## src/rtl/hdr_pkg.sv

```systemverilog
// Shared types and constants for the two-exposure HDR merge stream.
package hdr_pkg;

    typedef enum logic [1:0] {
        MODE_MERGE = 2'd0,
        MODE_PASS0 = 2'd1,
        MODE_PASS1 = 2'd2
    } hdr_mode_e;

    typedef struct packed {
        logic sop;
        logic eop;
    } hdr_side_t;

    localparam int unsigned LAT       = 4;
    localparam int unsigned OUT_W_OFS = 2;

    // Encoding 3 is reserved and behaves as merge.
    function automatic hdr_mode_e decode_mode(input logic [1:0] m);
        case (m)
            2'd1:    return MODE_PASS0;
            2'd2:    return MODE_PASS1;
            default: return MODE_MERGE;
        endcase
    endfunction

endpackage

```

## src/rtl/hdr_merge_pixel.sv

```systemverilog
// One colour channel of the HDR merge: fixed 4-stage pipeline, no stall, no reset.
module hdr_merge_pixel
    import hdr_pkg::*;
#(
    parameter int unsigned DATA_WIDTH = 8,
    parameter int unsigned WB         = 4,
    parameter int unsigned GAIN_SHIFT = 2
) (
    input  logic                            clk,
    input  logic [DATA_WIDTH-1:0]           d0,
    input  logic [DATA_WIDTH-1:0]           d1,
    input  hdr_mode_e                       mode,
    output logic [DATA_WIDTH+OUT_W_OFS-1:0] out
);

    localparam int unsigned OUT_W = DATA_WIDTH + OUT_W_OFS;
    localparam int unsigned G_W   = DATA_WIDTH + GAIN_SHIFT;
    localparam int unsigned WI_W  = WB + 1;
    localparam int unsigned P1_W  = DATA_WIDTH + WB + 1;
    localparam int unsigned P0_W  = G_W + WB;
    localparam int unsigned SUM_W = DATA_WIDTH + WB + 4;
    localparam int unsigned SH_W  = SUM_W - WB;
    localparam int unsigned W_ONE = 1 << WB;
    localparam logic [SH_W-1:0] SAT_LIM = SH_W'((1 << OUT_W) - 1);

    logic [DATA_WIDTH-1:0] d0_s1_q, d1_s1_q, d1_s2_q, d1_s3_q;
    hdr_mode_e             mode_s1_q, mode_s2_q, mode_s3_q;
    logic [P1_W-1:0]       p1_s2_q;
    logic [P0_W-1:0]       p0_s2_q;
    logic [G_W-1:0]        g_s2_q, g_s3_q;
    logic [SUM_W-1:0]      sum_s3_q;

    logic [WB-1:0]         w_c;
    logic [WI_W-1:0]       inv_w_c;
    logic [G_W-1:0]        g_c;
    logic [SH_W-1:0]       sh_c;
    logic [OUT_W-1:0]      out_d;

    always_comb begin
        w_c     = d1_s1_q[DATA_WIDTH-1 -: WB];
        inv_w_c = WI_W'(W_ONE) - WI_W'(w_c);
        g_c     = G_W'(d0_s1_q) << GAIN_SHIFT;
        sh_c    = SH_W'(sum_s3_q >> WB);
    end

    // Final stage: saturating merge or one of the bypass paths.
    always_comb begin
        out_d = '0;
        case (mode_s3_q)
            MODE_PASS0: out_d = OUT_W'(g_s3_q);
            MODE_PASS1: out_d = OUT_W'(d1_s3_q);
            default:    out_d = (sh_c > SAT_LIM) ? OUT_W'(SAT_LIM) : sh_c[OUT_W-1:0];
        endcase
    end

    always_ff @(posedge clk) begin
        d0_s1_q   <= d0;
        d1_s1_q   <= d1;
        mode_s1_q <= mode;

        p1_s2_q   <= P1_W'(inv_w_c) * P1_W'(d1_s1_q);
        p0_s2_q   <= P0_W'(w_c) * P0_W'(g_c);
        g_s2_q    <= g_c;
        d1_s2_q   <= d1_s1_q;
        mode_s2_q <= mode_s1_q;

        sum_s3_q  <= SUM_W'(p1_s2_q) + SUM_W'(p0_s2_q);
        g_s3_q    <= g_s2_q;
        d1_s3_q   <= d1_s2_q;
        mode_s3_q <= mode_s2_q;

        out       <= out_d;
    end

endmodule

```

## src/rtl/hdr_merge_stream.sv

```systemverilog
// N-channel HDR merge stream: per-channel pipelines, sideband shift register,
// credit-controlled skid FIFO, frame counter and protocol-error flag.
module hdr_merge_stream
    import hdr_pkg::*;
#(
    parameter int unsigned DATA_WIDTH = 8,
    parameter int unsigned N_CH       = 3,
    parameter int unsigned WB         = 4,
    parameter int unsigned GAIN_SHIFT = 2,
    parameter int unsigned FIFO_DEPTH = 8
) (
    input  logic                                   clk,
    input  logic                                   rst,
    input  logic [1:0]                             mode_i,
    input  logic                                   asi_snk_valid_i,
    output logic                                   asi_snk_ready_o,
    input  logic [N_CH*DATA_WIDTH-1:0]             asi_snk_0_data_i,
    input  logic [N_CH*DATA_WIDTH-1:0]             asi_snk_1_data_i,
    input  logic                                   asi_snk_startofpacket_i,
    input  logic                                   asi_snk_endofpacket_i,
    output logic                                   aso_src_valid_o,
    input  logic                                   aso_src_ready_i,
    output logic [N_CH*(DATA_WIDTH+OUT_W_OFS)-1:0] aso_src_data_o,
    output logic                                   aso_src_startofpacket_o,
    output logic                                   aso_src_endofpacket_o,
    output logic [15:0]                            frame_cnt_o,
    output logic                                   sop_err_o
);

    localparam int unsigned CH_OW  = DATA_WIDTH + OUT_W_OFS;
    localparam int unsigned BUS_W  = N_CH * CH_OW;
    localparam int unsigned PTR_W  = $clog2(FIFO_DEPTH);
    localparam int unsigned FCNT_W = PTR_W + 1;
    localparam int unsigned CNT_W  = $clog2(FIFO_DEPTH + LAT + 1);

    logic                  accept_c, push_c, pop_c;
    hdr_mode_e             mode_q, beat_mode_c;
    logic                  in_pkt_q;
    logic [LAT-1:0]        v_q;
    hdr_side_t [LAT-1:0]   side_q;
    logic [BUS_W-1:0]      pix_out;
    logic [CNT_W-1:0]      pipe_cnt_c;

    logic [BUS_W-1:0]      mem_data_q [FIFO_DEPTH];
    hdr_side_t             mem_side_q [FIFO_DEPTH];
    logic [PTR_W-1:0]      wr_ptr_q, wr_ptr_d, rd_ptr_q, rd_ptr_d;
    logic [FCNT_W-1:0]     count_q, count_d;
    logic [BUS_W-1:0]      head_data_d;
    hdr_side_t             head_side_d;

    assign accept_c    = asi_snk_valid_i & asi_snk_ready_o;
    assign beat_mode_c = (accept_c && asi_snk_startofpacket_i) ? decode_mode(mode_i) : mode_q;
    assign push_c      = v_q[LAT-1];
    assign pop_c       = aso_src_valid_o & aso_src_ready_i;

    for (genvar c = 0; c < N_CH; c++) begin : g_ch
        hdr_merge_pixel #(
            .DATA_WIDTH (DATA_WIDTH),
            .WB         (WB),
            .GAIN_SHIFT (GAIN_SHIFT)
        ) u_pix (
            .clk  (clk),
            .d0   (asi_snk_0_data_i[c*DATA_WIDTH +: DATA_WIDTH]),
            .d1   (asi_snk_1_data_i[c*DATA_WIDTH +: DATA_WIDTH]),
            .mode (beat_mode_c),
            .out  (pix_out[c*CH_OW +: CH_OW])
        );
    end

    // Beats in flight are pre-charged against FIFO space so the FIFO cannot overflow.
    always_comb begin
        pipe_cnt_c = '0;
        for (int unsigned i = 0; i < LAT; i++) begin
            pipe_cnt_c = pipe_cnt_c + CNT_W'(v_q[i]);
        end
    end

    assign asi_snk_ready_o = (CNT_W'(count_q) + pipe_cnt_c) < CNT_W'(FIFO_DEPTH);
    assign aso_src_valid_o = (count_q != '0);

    // Next head-of-FIFO; a write into an empty (or draining-to-empty) FIFO bypasses the RAM.
    always_comb begin
        wr_ptr_d    = wr_ptr_q + PTR_W'(push_c);
        rd_ptr_d    = rd_ptr_q + PTR_W'(pop_c);
        count_d     = count_q + FCNT_W'(push_c) - FCNT_W'(pop_c);
        head_data_d = '0;
        head_side_d = '0;
        if (count_d != '0) begin
            if (push_c && (wr_ptr_q == rd_ptr_d)) begin
                head_data_d = pix_out;
                head_side_d = side_q[LAT-1];
            end else begin
                head_data_d = mem_data_q[rd_ptr_d];
                head_side_d = mem_side_q[rd_ptr_d];
            end
        end
    end

    always_ff @(posedge clk) begin
        if (push_c) begin
            mem_data_q[wr_ptr_q] <= pix_out;
            mem_side_q[wr_ptr_q] <= side_q[LAT-1];
        end
    end

    always_ff @(posedge clk) begin
        if (rst) begin
            mode_q                  <= MODE_MERGE;
            in_pkt_q                <= 1'b0;
            v_q                     <= '0;
            side_q                  <= '0;
            wr_ptr_q                <= '0;
            rd_ptr_q                <= '0;
            count_q                 <= '0;
            aso_src_data_o          <= '0;
            aso_src_startofpacket_o <= 1'b0;
            aso_src_endofpacket_o   <= 1'b0;
            frame_cnt_o             <= '0;
            sop_err_o               <= 1'b0;
        end else begin
            mode_q   <= beat_mode_c;
            v_q      <= {v_q[LAT-2:0], accept_c};
            side_q   <= {side_q[LAT-2:0], hdr_side_t'{sop: asi_snk_startofpacket_i,
                                                     eop: asi_snk_endofpacket_i}};
            wr_ptr_q <= wr_ptr_d;
            rd_ptr_q <= rd_ptr_d;
            count_q  <= count_d;

            aso_src_data_o          <= head_data_d;
            aso_src_startofpacket_o <= head_side_d.sop;
            aso_src_endofpacket_o   <= head_side_d.eop;

            if (pop_c && aso_src_endofpacket_o) begin
                frame_cnt_o <= frame_cnt_o + 16'd1;
            end

            if (accept_c) begin
                if (asi_snk_startofpacket_i && in_pkt_q) begin
                    sop_err_o <= 1'b1;
                end
                if (asi_snk_endofpacket_i) begin
                    in_pkt_q <= 1'b0;
                end else if (asi_snk_startofpacket_i) begin
                    in_pkt_q <= 1'b1;
                end
            end
        end
    end

    a_no_overflow : assert property (@(posedge clk) disable iff (rst)
        push_c |-> (count_q < FCNT_W'(FIFO_DEPTH)));

endmodule
```

## config.mk

```make
export PLATFORM = sky130hd
export DESIGN_NAME = hdr_merge_stream
export DESIGN_NICKNAME = d
export VERILOG_FILES = /design/src/rtl/hdr_pkg.sv /design/src/rtl/hdr_merge_pixel.sv /design/src/rtl/hdr_merge_stream.sv
export SDC_FILE = /design/constraint.sdc
export NUM_CORES = 1
export LEC_CHECK = 0
export CORE_UTILIZATION = 30
export CTS_CLUSTER_SIZE = 24
export DETAILED_ROUTE_END_ITERATION = 8
export GPL_TIMING_DRIVEN = 0
export PLACE_DENSITY = 0.59
export SYNTH_ARGS = -nofsm -noshare
export SYNTH_HDL_FRONTEND = slang
export SYNTH_SLANG_ARGS = --single-unit
```

## constraint.sdc

```tcl
create_clock -name clk -period 4.6 [get_ports clk]
set_input_delay 0.92 -clock clk [delete_from_list [all_inputs] [get_ports clk]]
set_output_delay 0.92 -clock clk [all_outputs]
set_load 0.01 [all_outputs]
```

==> summary.md <==
| Metric | Value |
|---|---|
| Share of layout cells above drive strength 1 | `0.112` |
| Fill count | `8310` |
| Top FF cell, synth | `dfxtp_1` |
| Max-slew violations | `0` |
| RSZ-0062 raised after global routing | `no` |
| Area Overhead vs Synth | `19.5%` |
| Die Ht | `298 um` |
| Synth Register Bits | `612` |
| Hold Crit Class | `flop to flop` |
| Initial DRT Pass Iterations | `5` |
| Max Cap Viol | `0` |
| Run status | `complete, no violations` |
| I/O Buffers | `106` |
| Antenna violations before repair | `2` |
| CP required | `5050 ps` |
| Synth top area cells | `edfxtp_1 29%, dfxtp_1 27%, ha_1 8.1%` |
| Most common cell in the netlist | `dfxtp_1` |
| Die ar. | `88800 um2` |
| Die width | `298 um` |
| Net count, final | `between 2000 and 3000` |
| Vias after detailed routing | `15600` |
| Slew headroom | `0.335` |
| Vias in the first global route | `16500` |
| CP arrival | `between 4000 and 5000 ps` |
| Largest net degree at the start of global routing | `24` |
| Post-Synth Simple-Gate Area | `0.0983` |
| Cell Rows | `between 100 and 150` |
| Worst Setup SP | `g_ch[0].u_pix.d1_s1_q[6]` |
| Asr flop ratio synth | `0` |
| Sequential share of the synthesized area | `0.564` |
| Placed cells | `3300` |
| Worst Path Max Fanout | `10` |
| Reg2reg end | `g_ch[0].u_pix.p1_s2_q[11]` |
| Reg2reg path depth | `14` |
| Routed WL | `56.1 mm` |
| Initial core utilization | `0.303` |
| Total GRT Usage | `0.127` |
| CTS root buf | `clkbuf_16` |
| Core area | `86800 um2` |
| First-pass GRT wire length | `89.6 mm` |
| Routability Congestion | `around 0.83` |
| Post-route antenna net violation count | `0` |
| CTS tree | `built` |
| Top cell type's share of synthesized area | `0.293` |
| Total CTS buffers | `68` |
| Synth Area in Adders | `0.151` |
| Critical Path End Type | `flop` |
| XOR/XNOR Fraction of Synth Area | `0.0273` |
| Final Hold Fails | `0` |
| Iteration-0 DRC count of the detailed router | `842` |
| Routed wire per std cell | `16.4 um` |
| Period minus WS final | `approximately 4400 ps` |
| Main combinational cell family by area after synthesis | `adder cells` |
| Total power | `0.0176 W` |
| Mapped Cells | `roughly 2000` |
| Crit path to | `g_ch[0].u_pix.p1_s2_q[11]` |
| Compound-Gate Fraction of Synth Area | `0.0624` |
| Post-synthesis mux area share | `0.0679` |
| Synth warn | `0` |
| Syn avg cell area | `between 10 and 15 um2` |
| Layout Utilization | `0.362` |
| Synthesized cell area | `26300 um2` |
| Setup crit start kind | `flop` |
| Static Leak | `12.2 nW` |
| Clock skew | `around 24 ps` |
| Layout Cells excl Fill | `3427` |
| Pwr/cell area | `561 nW/um2` |
| Number of unique standard cell types used by synthesis | `61` |
| Post-CTS Hold Fix Bufs | `0` |
| GRT overflow | `0` |
| Clk buf depth | `3` |
| Fin crit share | `0.955` |
| Worst-Margin Slew | `992 ps` |
| Remaining DRCs | `0` |
| VDD IR-drop max | `roughly 0.00032 V` |
| Final HPWL from detailed placement | `40.5 mm` |
| Fmax | `between 0.2 and 0.25 GHz` |
| Vias per cell | `4.55` |
| Final setup violation count | `0` |
| Number of flops mapped to enable cells by yosys | `approximately 260` |
| H-tree depth | `3` |
| Worst-skew pair later-pin latency | `600 ps` |
| Ports | `107` |
| Clock sink count | `612` |
| Worst setup path category | `flop to flop` |
| Clk slew on worst S/H paths | `approximately 60 ps` |
| Commonest cells post-synth | `356 x dfxtp_1, 256 x edfxtp_1, 171 x ha_1` |
| Reg2Reg Launch Point | `g_ch[0].u_pix.d1_s1_q[6]` |
| R2R setup slack | `between 200 and 250 ps` |
| Most area-hungry cell type in the Yosys netlist | `edfxtp_1` |
==> worst max-delay path: stages, from the launching register on <==
cell	delay [ps]
dfxtp_2	390
buf_4	210
nor3_2	190
ha_2	340
nor2b_2	150
fa_1	450
fa_1	550
inv_1	60
fa_1	530
inv_1	40
ha_1	340
o21ai_0	140
o21ai_1	260
a2111oi_1	130
or3b_2	490
==> timing repair <==
item | CTS | global route
pin swaps | 2 | 5
buffers inserted | 1 | 4
endpoints found under the setup margin | 14 | 11
resized for setup | 29 | 32
hold endpoints to repair | 0 | 0
==> where the power goes <==
| part | internal (W) | switching (W) |
|---|---|---|
| registers | 0.00675 | 0.000572 |
| clock network | 0.00303 | 0.00215 |
| logic | 0.00245 | 0.00268 |
==> worst min path at each step <==
stage | slack [ps] | endpoint | cells past startpoint | startpoint
3_5_place_dp | 310 | g_ch[0].u_pix.g_s3_q[2] | 0 | g_ch[0].u_pix.g_s2_q[2]
6_report | 300 | g_ch[0].u_pix.g_s3_q[2] | 0 | g_ch[0].u_pix.g_s2_q[2]
5_1_grt | 320 | g_ch[0].u_pix.g_s3_q[2] | 0 | g_ch[0].u_pix.g_s2_q[2]
3_3_place_gp | 310 | g_ch[0].u_pix.d1_s3_q[4] | 0 | g_ch[0].u_pix.d1_s2_q[4]
2_1_floorplan | 310 | g_ch[0].u_pix.d1_s3_q[0] | 0 | g_ch[0].u_pix.d1_s2_q[0]
4_1_cts | 300 | g_ch[0].u_pix.g_s3_q[2] | 0 | g_ch[0].u_pix.g_s2_q[2]
==> sequential cells by signal (all words and copies together), names as in the netlist, 8 cells and up <==
signal               cells
g_ch.u_pix.d0_s1_q      24
g_ch.u_pix.d1_s3_q      24
side_q                   8
g_ch.u_pix.p1_s2_q      33
g_ch.u_pix.d1_s1_q      24
g_ch.u_pix.d1_s2_q      24
g_ch.u_pix.p0_s2_q      36
g_ch.u_pix.g_s2_q       24
g_ch.u_pix.sum_s3_q     33
g_ch.u_pix.out          30
mem_side_q              16
aso_src_data_o          30
mem_data_q             240
g_ch.u_pix.g_s3_q       24
frame_cnt_o             16
==> logic make-up after synthesis <==
kind of cell               count (synthesis)
and+or+nand+nor                          521
DFF                                      612
adders and majority gates                262
buffers and inverters                    201
xor gates and xnor gates                  81
other                                      1
muxes                                     98
AOI/OAI and AO/OA                        246
==> placed cells by master (no fill, tap or decap), types with 6 or more instances in the layout <==
| cell type | count |
|---|---|
| clkbuf_1 | 50 |
| a211oi_1 | 37 |
| clkbuf_16 | 70 |
| mux2i_1 | 32 |
| inv_1 | 143 |
| nand2b_1 | 29 |
| o21ai_0 | 39 |
| nor2_1 | 151 |
| buf_4 | 8 |
| a31oi_1 | 12 |
| xor2_1 | 21 |
| nor3_1 | 31 |
| a221oi_1 | 18 |
| clkbuf_8 | 10 |
| dfxtp_1 | 347 |
| buf_2 | 14 |
| conb_1 | 6 |
| nand2_1 | 110 |
| edfxtp_1 | 256 |
| nor2b_1 | 46 |
| a21oi_1 | 63 |
| fa_1 | 91 |
| buf_12 | 6 |
| clkdlybuf4s50_1 | 106 |
| xnor2_1 | 59 |
| dfxtp_2 | 6 |
| nor4_1 | 8 |
| and3_1 | 8 |
| nand3_1 | 14 |
| mux4_2 | 64 |
| nand4_1 | 15 |
| and2_1 | 72 |
| ha_1 | 166 |
| clkinv_2 | 6 |
| a21o_1 | 23 |
| o21a_1 | 6 |
| nor2_4 | 6 |
==> area by class of cell <==
cell class,count,area (um2),area share
Buffer,57,256,0.00817
Multi-Input combinational cell,1214,10900,0.346
Inverter,144,544,0.0173
Sequential cell,612,14800,0.472
Timing Repair Buffer,123,1290,0.0412
Tap cell,1155,1450,0.0460
Antenna cell,1,2.50,0.0000797
Clock inverter,24,214,0.00681
Clock buffer,97,1950,0.0622
==> stage by stage <==
step	TNS [ps]	cell area, um2	hold slack [ps]	setup WS [ps]
floorplan	0	26300	310	236
global placement	-54790	28800	312	-832
detailed placement	-3120	29000	312	-628
CTS	0	31300	303	20.9
global route	0	31400	320	25.4
finish	0	31400	305	206
==> routing by layer <==
| metal | GRT usage | vias up | routed length (um) |
|---|---|---|---|
| met5 | 0 | - | 9 |
| met4 | 0.0475 | 2 | 1490 |
| met1 | 0.154 | 7692 | 24300 |
| li1 | - | 7525 | - |
| met3 | 0.0228 | 93 | 2300 |
| met2 | 0.224 | 280 | 27900 |
(Power assumes the default switching activity.)
==> variant 1, RTL diff (same settings) <==
`DATA_WIDTH` is set to 8 in 2 places; all go to 10.
--- a/src/rtl/hdr_merge_pixel.sv
+++ b/src/rtl/hdr_merge_pixel.sv
@@ -2,7 +2,7 @@
 module hdr_merge_pixel
     import hdr_pkg::*;
 #(
-    parameter int unsigned DATA_WIDTH = 8,
+    parameter int unsigned DATA_WIDTH = 10,
     parameter int unsigned WB         = 4,
     parameter int unsigned GAIN_SHIFT = 2
 ) (
--- a/src/rtl/hdr_merge_stream.sv
+++ b/src/rtl/hdr_merge_stream.sv
@@ -3,7 +3,7 @@
 module hdr_merge_stream
     import hdr_pkg::*;
 #(
-    parameter int unsigned DATA_WIDTH = 8,
+    parameter int unsigned DATA_WIDTH = 10,
     parameter int unsigned N_CH       = 3,
     parameter int unsigned WB         = 4,
     parameter int unsigned GAIN_SHIFT = 2,
Ports: changed (resized asi_snk_0_data_i, asi_snk_1_data_i and aso_src_data_o); port bits go from 107 to 125. The function was not compared with the original's and may differ.
==> variant 1 against the unedited design <==
Setup slack lost 0.0077 ns; routed wire length increased by 21%; first-iteration DRC count rose by 4.9%; final area up 20%; highest routed layer is now met4; via count up 16%; die area is 18% higher; power increased by 23%; worst hold slack improved by 0.0049 ns; core utilization grew 0.58 points; sequential cell count is 114 higher; sequential power grew 19%; area after synthesis increased by 19%; sequential share of layout area shrank 0.46 points; combinational power is 27% higher.
==> variant 1: results (changes against the unedited design) <==
Outcome
  • Status: completed (unchanged)

Synth
  • Number of flops mapped to enable cells by yosys: 304 (was 256)
  • Synth Instances: 2378 (was 2022)
  • Post-synth top cells: dfxtp_1, edfxtp_1, nor2_1 (was dfxtp_1, edfxtp_1, ha_1)
  • Synth area leaders: edfxtp_1, dfxtp_1, fa_1, ha_1, mux4_2 (was edfxtp_1, dfxtp_1, ha_1, fa_1, mux4_2)
  • Synth cell types: 65 (was 61)

Global routing
  • Grt met1 use: 17.2% (was 15.4%)
  • Largest net degree at the start of global routing: 23 (was 24)
  • GRT Util Overall: 13.1% (was 12.7%)
  • Met3 Resource Use GR: 2.25% (was 2.28%)
  • Vias in the first global route: 18700 (was 16500)

CTS
  • Worst-Skew Late Latency: 0.63 ns (was 0.60 ns)
  • # clock sinks: 726 (was 612)
  • TritonCTS buffer count: 81 (was 68)

Routing
  • Initial DRC Count: 883 (was 842)
  • WL/cell: 16.7 µm (was 16.4 µm)
  • DR WL met3: 2.64 mm (was 2.30 mm)
  • Post-DR vias/cell: 4.45 (was 4.55)
  • Metal2 WL: 32.5 mm (was 27.9 mm)
  • Wire length on met1: 31.3 mm (was 24.3 mm)

Cells and area
  • Clk_buf instances: 105 (was 97)
  • Layout cells sized above 1: 13.0% (was 11.2%)
  • Finished Layout Cells: 4060 (was 3427)
  • Bufs w/o clock: 228 (was 180)
  • Top flop regs: mem_data_q x288, g_ch.u_pix.p0_s2_q x42 (was mem_data_q x240, g_ch.u_pix.p0_s2_q x36)
  • Ant. Diodes: 0 (was 1)
  • Clk cell area share: 7.12% (was 6.90%)
  • Final nets: 3003 (was 2538)
  • Inverters excl. clock: 176 (was 144)

Placed design
  • RD Place Congestion: 0.786 (was 0.832)
  • Post-place setup slack: -1.04 ns (was -0.628 ns)
  • PortBufs: 124 (was 106)

Critical path
  • Crit path DAT: 4.94 ns (was 4.84 ns)

STA
  • Clock skew: 0.0221 ns (was 0.0243 ns)
  • Worst Tran Pin Value: 0.882 ns (was 0.992 ns)

Power
  • P_sw: 6720 µW (was 5400 µW)
  • Peak VDD IR: 0.000278 V (was 0.000317 V)
[variant 1: cell types whose count changed in the layout (fill, tap and decap cells not counted), moves of 16 or more]
cell,unedited run,this run
dfxtp_1,347,412
edfxtp_1,256,304
nor2_1,151,193
fa_1,91,122
inv_1,143,171
nand2_1,110,135
buf_4,8,28
clkdlybuf4s50_1,106,124
a21oi_1,63,79
xnor2_1,59,75
[variant 1: repair_timing]
item | in CTS | in global routing
pin swaps | 4 | 16
setup endpoints to repair | 26 | 14
buffers inserted | 4 | 18
resized for setup | 64 | 45
[variant 1: power groups by stage]
stage,registers (µW),clock network (µW),logic (µW)
2_1_floorplan,8620,0,4720
3_3_place_gp,8840,0,6410
3_5_place_dp,8850,0,6460
4_1_cts,8720,6660,6550
5_1_grt,8840,6910,7270
6_report,8710,6460,6510
[variant 1: stage by stage]
stage               instance area, µm²  power (µW)
detailed placement               34400       15300
CTS                              37300       21900
global placement                 34100       15300
finish                           37600       21700
global route                     37600       23000
floorplan                        31200       13300
[variant 1: final timing paths]
path / from / end / slack (ns)
max: g_ch[0].u_pix.d1_s1_q[6] / g_ch[0].u_pix.p1_s2_q[13] / 0.20
min: g_ch[1].u_pix.g_s2_q[9] / g_ch[1].u_pix.g_s3_q[9] / 0.31
max reg2reg: g_ch[0].u_pix.d1_s1_q[6] / g_ch[0].u_pix.p1_s2_q[13] / 0.20
min reg2reg: g_ch[1].u_pix.g_s2_q[9] / g_ch[1].u_pix.g_s3_q[9] / 0.31
[variant 1: cells by family after synthesis]
logic type                 after synthesis  share of synthesized area [%]
DFF                                    726                           56.4
and+or+nand+nor                        588                           9.03
adders and majority gates              310                           15.4
AOI/OAI and AO/OA                      287                           6.31
buffers and inverters                  245                           3.09
muxes                                  117                           6.82
xor gates and xnor gates               104                           2.92
other                                    1                         0.0120
==> variant 2, RTL diff (same settings) <==
Made on the original files. `v_q` no longer has a reset.
--- a/src/rtl/hdr_merge_stream.sv
+++ b/src/rtl/hdr_merge_stream.sv
@@ -107,7 +107,6 @@
         if (rst) begin
             mode_q                  <= MODE_MERGE;
             in_pkt_q                <= 1'b0;
-            v_q                     <= '0;
             side_q                  <= '0;
             wr_ptr_q                <= '0;
             rd_ptr_q                <= '0;
@@ -119,7 +118,6 @@
             sop_err_o               <= 1'b0;
         end else begin
             mode_q   <= beat_mode_c;
-            v_q      <= {v_q[LAT-2:0], accept_c};
             side_q   <= {side_q[LAT-2:0], hdr_side_t'{sop: asi_snk_startofpacket_i,
                                                      eop: asi_snk_endofpacket_i}};
             wr_ptr_q <= wr_ptr_d;
@@ -147,6 +145,10 @@
         end
     end
 
+    always_ff @(posedge clk) begin
+        v_q <= {v_q[LAT-2:0], accept_c};
+    end
+
     a_no_overflow : assert property (@(posedge clk) disable iff (rst)
         push_c |-> (count_q < FCNT_W'(FIFO_DEPTH)));
 
Check against the original RTL: not equivalent (Yosys sat finds a counterexample within 10 cycles, from zero or initial values and one cycle with rst high).
==> variant 2 against the unedited design <==
Clock power grew 7.9%; setup slack worse by 0.081 ns; power is 7.7% higher; area after synthesis up 0.14%; sequential share of layout area decreased by 0.36 points; final cell count is essentially flat; final area is 0.78% higher; count of clock-buffer cells in the layout down 4; critical path depth stayed put; via count up 0.65%; routed wire length grew 1.8%; sequential cell count is the same; non-clock buffer count is 1 higher; critical endpoint is now g_ch[2].u_pix.p1_s2_q[11].
==> variant 2: results (changes against the unedited design) <==
Cells and area
  • Ant. Diodes: 0 (was 1)
  • Layout fillers: 8299 (was 8310)
  • Final nets: 2534 (was 2538)

Global routing
  • GRT Util Overall: 13.0% (was 12.7%)
  • Initial antenna violation count: 1 (was 2)
  • Largest net degree at the start of global routing: 25 (was 24)
  • GRT met2 Usage: 22.7% (was 22.4%)

Critical path
  • Crit path DAT: 4.92 ns (was 4.84 ns)
  • CP Launch Point: g_ch[2].u_pix.d1_s1_q[4] (was g_ch[0].u_pix.d1_s1_q[6])
  • Worst Setup EP: g_ch[2].u_pix.p1_s2_q[11] (was g_ch[0].u_pix.p1_s2_q[11])

Outcome
  • Status: completed (unchanged)

Power
  • Switch share: 31.5% (was 30.6%)
  • Peak VDD IR: 0.000228 V (was 0.000317 V)

CTS
  • Post-CTS sizing: 20 (was 29)
  • Post-CTS Setup Inserts: 0 (was 1)

Min path
  • Hold_sp: g_ch[0].u_pix.g_s2_q[5] (was g_ch[0].u_pix.g_s2_q[2])
  • Hold Path End: g_ch[0].u_pix.g_s3_q[5] (was g_ch[0].u_pix.g_s3_q[2])

Routing
  • Wire length on met1: 24.4 mm (was 24.3 mm)
  • Metal2 WL: 28.4 mm (was 27.9 mm)
  • Uppermost layer routed: met4 (was met5)
  • DRT Pass-1 Iters: 6 (was 5)

Synth
  • Mux cell area share after synthesis: 6.94% (was 6.79%)
  • Xor-xnor portion of the synthesized cell area: 2.76% (was 2.73%)
  • Synth area leaders: edfxtp_1, dfxtp_1, ha_1, fa_1, mux4_2 (unchanged)
  • Post-synth top cells: dfxtp_1, edfxtp_1, ha_1 (unchanged)

STA
  • Max-slew headroom at the worst pin: 40.6% (was 33.5%)
  • Min Hold Slack: 0.324 ns (was 0.305 ns)
  • Clock skew: 0.0152 ns (was 0.0243 ns)

Placed design
  • Dpl hpwl: 41.3 mm (was 40.5 mm)
  • Dpl cells: 3293 (was 3300)
variant 2: cell count changes after synthesis, sizes merged, moves of 8 or more:
cell	before	now
clkbuf	42	34
nand2	110	90
nand2b	29	17
nor2	157	168
nor2b	47	56
o21ai	43	24
or3	5	13
variant 2: final cells by class:
type                    count  area share, %
clock buffers              93           6.27
flip-flops and latches    612           46.9
clock inverters            32           1.21
plain buffers              55          0.858
well taps                1155           4.57
inverters                 139           1.68
multi-input cells        1214           34.4
repair buffers            126           4.12
variant 2: worst register-to-register path, stage by stage, from the launching register on:
cell and delay (ns):
dfxtp_4 0.43, clkinvlp_4 0.16, ha_1 0.26, ha_2 0.35, nor2_1 0.17, fa_1 0.47
fa_1 0.54, inv_1 0.05, fa_1 0.53, inv_1 0.04, ha_1 0.35, and3_1 0.23
and3b_1 0.20, a2111oi_2 0.34, o211ai_1 0.20
variant 2: metrics by stage:
step           total power [µW]  area [µm²]  worst slack [ns]
4_1_cts                   19200       31500           0.00441
6_report                  19000       31700             0.125
3_3_place_gp              13400       28800            -0.854
3_5_place_dp              13600       29100            -0.324
2_1_floorplan             11600       26300             0.397
5_1_grt                   20200       31700           -0.0308
variant 2: power groups by stage:
| stage | sequential (µW) | clock [µW] | combinational (µW) |
|---|---|---|---|
| detailed placement | 7720 | 0 | 5840 |
| finish | 7590 | 5590 | 5810 |
| floorplan | 7520 | 0 | 4120 |
| global placement | 7670 | 0 | 5700 |
| global route | 7720 | 5980 | 6490 |
| CTS | 7610 | 5760 | 5880 |
variant 2: logic make-up (layout without fill, tap and decap cells):
kind of cell             Yosys count  count (layout)
AO/OA/AOI/OAI                    234             234
XOR/XNOR                          82              82
adder cells (fa/ha/maj)          262             262
other                              1               6
multiplexers                     102             102
AND/OR/NAND/NOR                  528             528
flip-flops                       612             612
buffers and inverters            194             445
